--- src/rtl/jtkicker_colmix_pkg.sv ---
// Shared definitions for the Kicker colour mixer: palette byte layout,
// transparency value, priority-mode encodings and the RGB expansion helper.
package jtkicker_colmix_pkg;

  localparam int unsigned PAL_R_LSB = 0;
  localparam int unsigned PAL_R_MSB = 2;
  localparam int unsigned PAL_G_LSB = 3;
  localparam int unsigned PAL_G_MSB = 5;
  localparam int unsigned PAL_B_LSB = 6;
  localparam int unsigned PAL_B_MSB = 7;

  localparam int unsigned TRANSP_PXL = 0;

  typedef enum logic {
    PRIO_NORMAL  = 1'b0,
    PRIO_REVERSE = 1'b1
  } prio_mode_e;

  typedef struct packed {
    logic [3:0] r;
    logic [3:0] g;
    logic [3:0] b;
  } rgb_t;

  // 3/3/2 palette byte to 4/4/4 colour, replicating the top bits into the LSBs
  function automatic rgb_t expand_pal(input logic [7:0] pal);
    rgb_t       c;
    logic [2:0] r3;
    logic [2:0] g3;
    logic [1:0] b2;
    r3  = pal[PAL_R_MSB:PAL_R_LSB];
    g3  = pal[PAL_G_MSB:PAL_G_LSB];
    b2  = pal[PAL_B_MSB:PAL_B_LSB];
    c.r = {r3, r3[2]};
    c.g = {g3, g3[2]};
    c.b = {b2, b2};
    return c;
  endfunction

endpackage

--- src/rtl/jtkicker_colmix_prio.sv ---
// Combinational LAYERS-way priority selector: returns the winning layer id
// and its pixel, with the scan direction chosen by prio_mode.
module jtkicker_colmix_prio
  import jtkicker_colmix_pkg::*;
#(
  parameter int LAYERS = 2,
  parameter int PXLW   = 4,
  parameter int LSELW  = 1
) (
  input  logic [LAYERS*PXLW-1:0] layer_pxl,
  input  logic [LAYERS-1:0]      gfx_en,
  input  logic                   prio_mode,
  output logic [LSELW-1:0]       lsel,
  output logic [PXLW-1:0]        pxl
);

  localparam int IDXW = LSELW + PXLW;

  logic [LAYERS-1:0] opaque;
  logic [PXLW-1:0]   pxl_a  [LAYERS];
  logic [IDXW-1:0]   norm_c [LAYERS+1];
  logic [IDXW-1:0]   rev_c  [LAYERS+1];
  logic [IDXW-1:0]   win;

  // A transparent-but-enabled bottom pixel is 0 anyway, so the backdrop
  // pixel field is always 0 whether the bottom layer is enabled or not.
  assign norm_c[0]      = '0;
  assign rev_c[LAYERS]  = {LSELW'(LAYERS - 1), PXLW'(TRANSP_PXL)};

  for (genvar k = 0; k < LAYERS; k++) begin : g_layer
    assign pxl_a[k]    = layer_pxl[k*PXLW +: PXLW];
    assign opaque[k]   = gfx_en[k] && (pxl_a[k] != PXLW'(TRANSP_PXL));
    // normal chain: higher index overrides; reverse chain: lower index overrides
    assign norm_c[k+1] = opaque[k] ? {LSELW'(k), pxl_a[k]} : norm_c[k];
    assign rev_c[k]    = opaque[k] ? {LSELW'(k), pxl_a[k]} : rev_c[k+1];
  end

  always_comb begin
    win = norm_c[LAYERS];
    if (prio_mode == PRIO_REVERSE) begin
      win = rev_c[0];
    end
    lsel = win[IDXW-1:PXLW];
    pxl  = win[PXLW-1:0];
  end

endmodule

--- src/rtl/jtkicker_colmix_n.sv ---
// Parametrised Kicker colour mixer: layer priority, palette lookup and
// blank-gated RGB output, all stages advancing on pxl_cen.
module jtkicker_colmix_n
  import jtkicker_colmix_pkg::*;
#(
  parameter int LAYERS    = 2,
  parameter int PXLW      = 4,
  parameter int LSELW     = 1,
  parameter int PALW      = 5,
  parameter int BLANK_DLY = 9
) (
  input  logic                   clk,
  input  logic                   rst_n,
  input  logic                   pxl_cen,
  input  logic [LAYERS*PXLW-1:0] layer_pxl,
  input  logic [LAYERS-1:0]      gfx_en,
  input  logic                   prio_mode,
  input  logic                   LHBL,
  input  logic                   LVBL,
  input  logic [7:0]             prog_data,
  input  logic [PALW-1:0]        prog_addr,
  input  logic                   prog_en,
  output logic [3:0]             red,
  output logic [3:0]             green,
  output logic [3:0]             blue,
  output logic                   LHBL_dly,
  output logic                   LVBL_dly
);

  logic [LAYERS*PXLW-1:0] pxl_d, pxl_q;
  logic [LAYERS-1:0]      en_d, en_q;
  logic                   mode_d, mode_q;
  logic [PALW-1:0]        idx_d, idx_q;
  logic [7:0]             pal_d, pal_q;
  logic [BLANK_DLY-1:0]   lhbl_sr_d, lhbl_sr_q;
  logic [BLANK_DLY-1:0]   lvbl_sr_d, lvbl_sr_q;

  logic [LSELW-1:0]       sel_lsel;
  logic [PXLW-1:0]        sel_pxl;
  logic [7:0]             pal_rd;
  logic [7:0]             pal_mem [2**PALW];
  rgb_t                   col;

  jtkicker_colmix_prio #(
    .LAYERS (LAYERS),
    .PXLW   (PXLW),
    .LSELW  (LSELW)
  ) u_prio (
    .layer_pxl (pxl_q),
    .gfx_en    (en_q),
    .prio_mode (mode_q),
    .lsel      (sel_lsel),
    .pxl       (sel_pxl)
  );

  // Palette is not reset; the write port runs at full clk rate.
  always_ff @(posedge clk) begin
    if (prog_en) begin
      pal_mem[prog_addr] <= prog_data;
    end
  end

  // Read happens before this edge's write lands, so a same-cycle
  // write/read to one address returns the old byte.
  assign pal_rd = pal_mem[idx_q];

  always_comb begin
    pxl_d     = pxl_q;
    en_d      = en_q;
    mode_d    = mode_q;
    idx_d     = idx_q;
    pal_d     = pal_q;
    lhbl_sr_d = lhbl_sr_q;
    lvbl_sr_d = lvbl_sr_q;
    if (pxl_cen) begin
      pxl_d     = layer_pxl;
      en_d      = gfx_en;
      mode_d    = prio_mode;
      idx_d     = {sel_lsel, sel_pxl};
      pal_d     = pal_rd;
      lhbl_sr_d = {lhbl_sr_q[BLANK_DLY-2:0], LHBL};
      lvbl_sr_d = {lvbl_sr_q[BLANK_DLY-2:0], LVBL};
    end
  end

  always_ff @(posedge clk or negedge rst_n) begin
    if (!rst_n) begin
      pxl_q     <= '0;
      en_q      <= '0;
      mode_q    <= 1'b0;
      idx_q     <= '0;
      pal_q     <= '0;
      lhbl_sr_q <= '0;
      lvbl_sr_q <= '0;
    end else begin
      pxl_q     <= pxl_d;
      en_q      <= en_d;
      mode_q    <= mode_d;
      idx_q     <= idx_d;
      pal_q     <= pal_d;
      lhbl_sr_q <= lhbl_sr_d;
      lvbl_sr_q <= lvbl_sr_d;
    end
  end

  assign LHBL_dly = lhbl_sr_q[BLANK_DLY-1];
  assign LVBL_dly = lvbl_sr_q[BLANK_DLY-1];

  // Output stage is combinational off registered state, so it holds with
  // pxl_cen low and drops to 0 as soon as reset clears the blank registers.
  always_comb begin
    col   = expand_pal(pal_q);
    red   = '0;
    green = '0;
    blue  = '0;
    if (LHBL_dly && LVBL_dly) begin
      red   = col.r;
      green = col.g;
      blue  = col.b;
    end
  end

endmodule

--- config.mk ---
export PLATFORM = sky130hd
export DESIGN_NAME = jtkicker_colmix_n
export DESIGN_NICKNAME = d
export VERILOG_FILES = /design/src/rtl/jtkicker_colmix_pkg.sv /design/src/rtl/jtkicker_colmix_prio.sv /design/src/rtl/jtkicker_colmix_n.sv
export SDC_FILE = /design/constraint.sdc
export NUM_CORES = 1
export LEC_CHECK = 0
export ABC_AREA = 1
export CAP_MARGIN = 40
export CORE_MARGIN = 4
export CORE_UTILIZATION = 65
export CTS_CLUSTER_DIAMETER = 60
export DETAILED_ROUTE_END_ITERATION = 8
export PLACE_DENSITY_LB_ADDON = 0.25
export SLEW_MARGIN = 20
export SYNTH_ARGS = -nofsm -noshare
export SYNTH_HDL_FRONTEND = slang
export SYNTH_SLANG_ARGS = --single-unit
--- constraint.sdc ---
create_clock -name clk -period 2.9 [get_ports clk]
set_input_delay 0.87 -clock clk [delete_from_list [all_inputs] [get_ports clk]]
set_output_delay 0.87 -clock clk [all_outputs]
set_load 0.02 [all_outputs]
==> summary.log, run 1 <==
qor: outcome.outcome completed
qor: synth.syn_avg_cell_area 11.13 µm²
qor: synth.mappedNetlistArea 12170 µm²
qor: global_routing.first_global_vias 8129
qor: pwr.cellPowerDensity 705.4 nW/µm²
qor: floorplan.die_h 144.9 µm
qor: critical_path.critical_path.startpoint_type flip-flop
qor: floorplan.core-area 18210 µm²
qor: critical_path.crit_path_max_fanout 8
qor: timing.drv_slew 0
qor: global_routing.antenna_violations_before_repair 0
qor: place.dpl-instance-area 13000 µm²
qor: global_routing.grt_use_met3 6.047%
qor: clock_network.htree_num_levels 1
qor: critical_path.critPathTopFamily buffers and inverters
qor: routing.drtIter0Drc 1025
qor: timing.finalHoldViolations 0
qor: routing.firstDrtPassIters 6
qor: synth.synth_enable_flop_cells 256
qor: clock_network.post_cts_buffers 0
qor: clock_network.clockBufferDepth 3
qor: clock_network.cts.sinks 298
qor: pwr.ir_drop 0.5131 mV
qor: routing.drt_drc_violations_left 0
qor: floorplan.initial_utilization 66.86%
qor: synth.register_area_share_after_synthesis 71.78%
qor: synth.netlist_top_cells_area sky130_fd_sc_hd__edfxtp_1 (63%), sky130_fd_sc_hd__nand2_1 (12%), sky130_fd_sc_hd__nand3_1 (9.6%), sky130_fd_sc_hd__dfrtp_1 (8.6%), sky130_fd_sc_hd__nor2_1 (1.3%)
qor: routing.drt-vias-per-instance 5.992
qor: finish.final_design_area_excluding_fillers 13960 µm²
qor: synth.ys_top_cells_by_count sky130_fd_sc_hd__nand2_1 (383), sky130_fd_sc_hd__edfxtp_1 (256), sky130_fd_sc_hd__nand3_1 (233)
qor: synth.synth_ff_type sky130_fd_sc_hd__edfxtp_1
qor: synth.synth-warning-count 0
qor: timing.finalCriticalPeriod 2766 ps
qor: critical_path.critical_path_sink_type output pin
qor: floorplan.rows 49
qor: synth.synth_top_cell_by_area sky130_fd_sc_hd__edfxtp_1
qor: clock_network.clk_root_buffer_cell sky130_fd_sc_hd__clkbuf_16
qor: global_routing.busiest_layer met2
qor: global_routing.met1_usage 39.76%
qor: global_routing.grtUsageMet2 44.90%
qor: clock_network.tritoncts yes
qor: critical_path.critical_path_required 2030 ps
qor: place.detailedPlacementHpwl 16550 µm
qor: timing.endpoints_failing_setup 0
qor: finish.post_route_cells_drive_above_1_share 9.475%
qor: global_routing.gr-usage-all-layers 28.22%
qor: pwr.static-leakage-power 5.398 nW
qor: critical_path.worst_ep_arrival_time 1900 ps
qor: critical_path.criticalPathCategory reg -> out
qor: place.port_buffers 43
qor: synth.postSynthRegisterBits 298
qor: synth.synthesis.instances 1094
qor: worst_hold_path.hold_path.class in -> async
qor: clock_network.cts_hold_repair.buffers 0
qor: critical_path.critPathSlowestCell sky130_fd_sc_hd__clkdlybuf4s50_1
qor: global_routing.globalRouteOverflowTotal 0
qor: routing.num_vias 8455
qor: floorplan.num_io_pins 44
qor: floorplan.dieWidth 144.9 µm
qor: floorplan.die-area 20980 µm²
qor: routing.routed_wirelength 28620 µm
qor: place.gp_congestion 0.8819
qor: timing.tightestPinTransition 784.6 ps
qor: synth.synth.top_cell.area_share 63.14%
qor: flow_run.cap_violations 0
qor: finish.finalNetCount 1190
qor: routing.route.detailed.wl_per_inst 20.28 µm
qor: critical_path.timing.critical_path.cells nand2_1 -> nor2_1 -> clkdlybuf4s50_1
qor: synth.synth_most_common_cell sky130_fd_sc_hd__nand2_1
qor: finish.area_growth 14.70%
qor: timing.worst_clock_skew 10.38 ps
qor: timing.setup_total_negative_slack 0 ps
qor: synth.syn_nets 1124
qor: timing.fin_crit_sh 95.38%
qor: timing.clock.fmax 0.3615 GHz
qor: clock_network.cts_repair_resized_insts 0
qor: critical_path.critical-path-max-stage-delay 640 ps
qor: critical_path.r2r_setup_slack 750 ps
qor: routing.route.antenna.remaining_nets 0
qor: synth.netlist-cell-type-count 16
qor: critical_path.path_buf_inv 1
qor: clock_network.worst_skew_pair.late_latency 530 ps
qor: finish.num_antenna_cells 0
qor: timing.maxSlewHeadroom 47.64%
qor: clock_network.cts_made_buffers 28
qor: synth.ys_async_sr_fraction 14.09%
qor: timing.rsz0062_at_grt no
qor: clock_network.clkTransAtPathRegs 60 ps
qor: global_routing.global_route_wire_length_before_repair 44420 µm
qor: global_routing.grt_start_max_net_pins 67
power breakdown:
part / total [mW] / switching [mW] / internal [mW]
combinational: 1.25 / 0.881 / 0.369
clock: 3.74 / 1.52 / 2.23
sequential: 4.85 / 0.0632 / 4.79
total: 9.85 / 2.46 / 7.39
metrics by stage:
| stage | std cells | setup slack, ps | power, mW | hold WS (ps) | utilization [%] |
|---|---|---|---|---|---|
| floorplan | 1094 | 830.4 | 5.732 | 449.1 | - |
| global placement | 1359 | 435.0 | 6.122 | 457.3 | 71.39 |
| detailed placement | 1359 | 429.0 | 6.152 | 469.5 | 71.39 |
| CTS | 1411 | 91.98 | 9.864 | 233.2 | 76.69 |
| global route | 1411 | 50.61 | 10.23 | 251.9 | 76.69 |
| finish | 1411 | 134.0 | 9.849 | 233.1 | 76.69 |
kinds of logic (layout without fill, tap and decap cells):
| family | count (synthesis) | count (layout) | share of synthesized area, % |
|---|---|---|---|
| buf+inv | 103 | 191 | 4.070 |
| compound gates | 33 | 33 | 1.387 |
| simple gates | 660 | 660 | 22.76 |
| flops | 298 | 298 | 71.78 |
worst register-to-register path: cells and delay by family, from the launching register on:
family	cells	cell delay, ps
buffers and inverters	2	940
AND/OR/NAND/NOR	7	690
flip-flops	1	410
layout by cell type, fill, tap and decap left out:
master and count:
sky130_fd_sc_hd__dfrtp_4 1, sky130_fd_sc_hd__clkinv_4 1, sky130_fd_sc_hd__buf_4 57, sky130_fd_sc_hd__edfxtp_1 256, sky130_fd_sc_hd__nand2_1 383, sky130_fd_sc_hd__o22ai_1 2, sky130_fd_sc_hd__clkbuf_4 1, sky130_fd_sc_hd__dfrtp_1 40
sky130_fd_sc_hd__clkbuf_16 29, sky130_fd_sc_hd__buf_12 2, sky130_fd_sc_hd__clkinvlp_4 2, sky130_fd_sc_hd__a31oi_1 1, sky130_fd_sc_hd__inv_1 34, sky130_fd_sc_hd__clkinv_1 4, sky130_fd_sc_hd__buf_2 2, sky130_fd_sc_hd__nor2_1 43
sky130_fd_sc_hd__o21ai_0 30, sky130_fd_sc_hd__inv_2 1, sky130_fd_sc_hd__clkbuf_1 2, sky130_fd_sc_hd__nand3_1 233, sky130_fd_sc_hd__clkinv_2 7, sky130_fd_sc_hd__dfrtp_2 1, sky130_fd_sc_hd__bufinv_16 3, sky130_fd_sc_hd__clkdlybuf4s50_1 41
sky130_fd_sc_hd__nand4_1 1, sky130_fd_sc_hd__clkbuf_8 5
per-layer routing:
| layer | part of all wire (%) | vias up |
|---|---|---|
| met4 | 3.2 | 0 |
| met2 | 47 | 505 |
| met1 | 39 | 3989 |
| li1 | - | 3882 |
| met5 | 0 | - |
| met3 | 10 | 79 |
registers in the layout (all words and copies together) (netlist names):
register and count:
en_q 2, idx_q 5, lhbl_sr_q 9, lvbl_sr_q 9
mode_q 1, pal_mem 256, pal_q 8, pxl_q 8
cell type report:
type | instances | area [µm²]
Clock buffer | 37 | 809.5
Timing Repair Buffer | 102 | 888.4
Clock inverter | 15 | 155.1
Sequential cell | 298 | 8743
Inverter | 37 | 140.1
Fill cell | 1109 | 4245
Multi-Input combinational cell | 693 | 2940
Tap cell | 229 | 286.5
path summary, 6_finish.rpt:
path                                   start      endpoint  depth (start not counted)
worst max register to register      idx_q[1]      pal_q[7]                          9
min in group clk                    pal_q[3]      pal_q[3]                          2
worst max-delay path            lhbl_sr_q[8]      green[3]                          3
worst min register to register      pal_q[3]      pal_q[3]                          2
max in group asynchronous              rst_n  lvbl_sr_q[5]                          2
worst min-delay path                   rst_n      pal_q[2]                          1
Note: power is estimated with default switching activity, not from simulation.
==> inputs of run 2 (changes only) <==
- CORE_MARGIN: 4 -> default
- CORE_UTILIZATION: 65 -> 40
==> run 2 against run 1 <==
Compared with the run above:
- hold slack gained 7.1 ps
- total power decreased by 0.59%
- via count fell by 4.7%
- largest cell class unchanged
==> summary.log, run 2 (synthesized netlist as in run 1, its figures left out) <==
qor: timing.tightestPinTransition 810.0 ps
qor: finish.final_design_area_excluding_fillers 14150 µm²
qor: routing.firstDrtPassIters 4
qor: finish.area_growth 16.25%
qor: clock_network.cts_made_buffers 31
qor: finish.top_regs pal_mem (256), lhbl_sr_q (9), lvbl_sr_q (9)
qor: routing.drt-vias-per-instance 5.116
qor: pwr.ir_drop 0.5021 mV
qor: clock_network.clk_root_buffer_cell sky130_fd_sc_hd__clkbuf_16
qor: finish.area.sequential 8743 µm²
qor: finish.registers.top_by_ff_count pal_mem
qor: timing.setup_total_negative_slack 0 ps
qor: finish.num_antenna_cells 0
qor: finish.layout.cells.most_common sky130_fd_sc_hd__nand2_1
qor: pwr.static-leakage-power 5.387 nW
qor: critical_path.timing.critical_path.cells nand2_1 -> nor2_1 -> clkdlybuf4s50_1
qor: finish.multiInputGateArea 2940 µm²
qor: routing.num_vias 8057
qor: floorplan.dieWidth 176.5 µm
qor: finish.post_route_cells_drive_above_1_share 9.198%
qor: finish.largest_register_ffs 256
qor: critical_path.timing.reg2reg.worst_path_depth 11
qor: finish.finalNetCount 1193
qor: clock_network.worst_skew_pair.late_latency 560 ps
qor: critical_path.worst_ep_arrival_time 1860 ps
qor: place.gp_congestion 0.8056
qor: timing.rsz0062_at_grt no
qor: pwr.pwr-share-comb 12.7%
qor: clock_network.clockBufferDepth 3
qor: timing.finalHoldViolations 0
qor: pwr.cellInternalPower 7.292 mW
qor: critical_path.path_buf_inv 1
qor: clock_network.htree_num_levels 1
qor: global_routing.grt_start_max_net_pins 130
qor: clock_network.clkTransAtPathRegs 60 ps
qor: outcome.outcome completed
qor: global_routing.antenna_violations_before_repair 0
qor: floorplan.die_h 176.5 µm
qor: timing.finalCriticalPeriod 2733 ps
qor: routing.routed_wirelength 28930 µm
qor: finish.most-common-layout-cells sky130_fd_sc_hd__nand2_1 (383), sky130_fd_sc_hd__edfxtp_1 (256), sky130_fd_sc_hd__nand3_1 (233)
qor: place.detailedPlacementHpwl 17450 µm
qor: timing.fin_crit_sh 94.24%
qor: pwr.power.sequential.fraction 49.6%
qor: floorplan.initial_utilization 40.86%
qor: routing.route.antenna.remaining_nets 0
qor: floorplan.rows 63
qor: critical_path.critical_path_sink_type output pin
qor: clock_network.tritoncts yes
qor: critical_path.critical_path_required 2030 ps
qor: critical_path.criticalPathCategory reg -> out
qor: global_routing.global_route_wire_length_before_repair 44800 µm
qor: routing.drt_drc_violations_left 0
qor: routing.route.detailed.wl_per_inst 18.37 µm
qor: timing.worst_clock_skew 29.79 ps
qor: global_routing.first_global_vias 7965
qor: routing.drtIter0Drc 667
qor: timing.clock.fmax 0.3659 GHz
qor: place.dpl-instance-area 13210 µm²
qor: clock_network.cts_hold_repair.buffers 0
qor: clock_network.post_cts_buffers 0
qor: place.port_buffers 43
qor: critical_path.rr_endpoint pal_q[4]
qor: pwr.netSwitchingPower 2.499 mW
qor: timing.drv_slew 0
qor: global_routing.gr-usage-all-layers 19.11%
qor: critical_path.reg2reg_from idx_q[0]
qor: worst_hold_path.hold_path.class in -> async
qor: floorplan.num_io_pins 44
qor: timing.endpoints_failing_setup 0
qor: pwr.share_clk_of_total_power 37.7%
qor: global_routing.globalRouteOverflowTotal 0
qor: floorplan.core-area 29800 µm²
qor: critical_path.critPathSlowestCell sky130_fd_sc_hd__clkdlybuf4s50_1
qor: critical_path.critical_path.startpoint_type flip-flop
qor: critical_path.critical-path-max-stage-delay 620 ps
qor: critical_path.critPathTopFamily buffers and inverters
qor: clock_network.cts_repair_resized_insts 0
qor: critical_path.r2r_setup_slack 900 ps
qor: flow_run.cap_violations 0
qor: timing.maxSlewHeadroom 45.94%
qor: finish.n_fill_cell 2714
qor: clock_network.cts.sinks 298
qor: pwr.sw_share 25.52%
qor: floorplan.die-area 31140 µm²
qor: critical_path.crit_path_max_fanout 8
qor: pwr.cellPowerDensity 691.8 nW/µm²
run 2: worst max-delay path by stage:
stage	start	end	slack [ps]	cells after the start
after floorplan	lvbl_sr_q[8]	blue[2]	830	3
after global placement	prog_addr[4]	pal_mem[7][4]	450	5
after detailed placement	prog_addr[4]	pal_mem[4][4]	430	5
after CTS	lhbl_sr_q[8]	blue[1]	130	3
after global routing	lhbl_sr_q[8]	blue[2]	20	3
final	lhbl_sr_q[8]	blue[1]	170	3
run 2: cell type report:
cell class	count	share of cell area (%)
flip-flops and latches	298	61.78
multi-input cells	693	20.78
repair buffers	102	6.330
clock buffers	34	5.561
well taps	390	3.448
clock inverters	21	1.114
inverters	37	0.9902
run 2: per-stage QoR:
stage | util, % | setup slack, ps | total power, mW | cells | hold slack [ps]
final | 47.50 | 167.2 | 9.791 | 1575 | 240.2
after detailed placement | 44.33 | 426.3 | 6.193 | 1520 | 468.1
after floorplan | - | 830.4 | 5.732 | 1094 | 449.1
after global routing | 47.50 | 22.93 | 10.20 | 1575 | 264.5
after CTS | 47.50 | 125.5 | 9.868 | 1575 | 236.0
after global placement | 44.28 | 446.5 | 6.172 | 1519 | 465.1
run 2: per-layer routing:
layer  wire length, µm  vias up  track usage [%]
met5                 0        -                0
met4               600        0            4.346
met3              1724       53            2.756
met2             13850      271            31.82
met1             12750     3851            26.50
li1                  -     3882                -
run 2: power groups by stage:
stage | Combinational, mW | Clock (mW) | Sequential (mW)
after detailed placement | 1.25 | 0 | 4.94
after CTS | 1.26 | 3.76 | 4.86
final | 1.24 | 3.69 | 4.86
after floorplan | 0.808 | 0 | 4.92
after global routing | 1.40 | 3.94 | 4.87
after global placement | 1.23 | 0 | 4.94
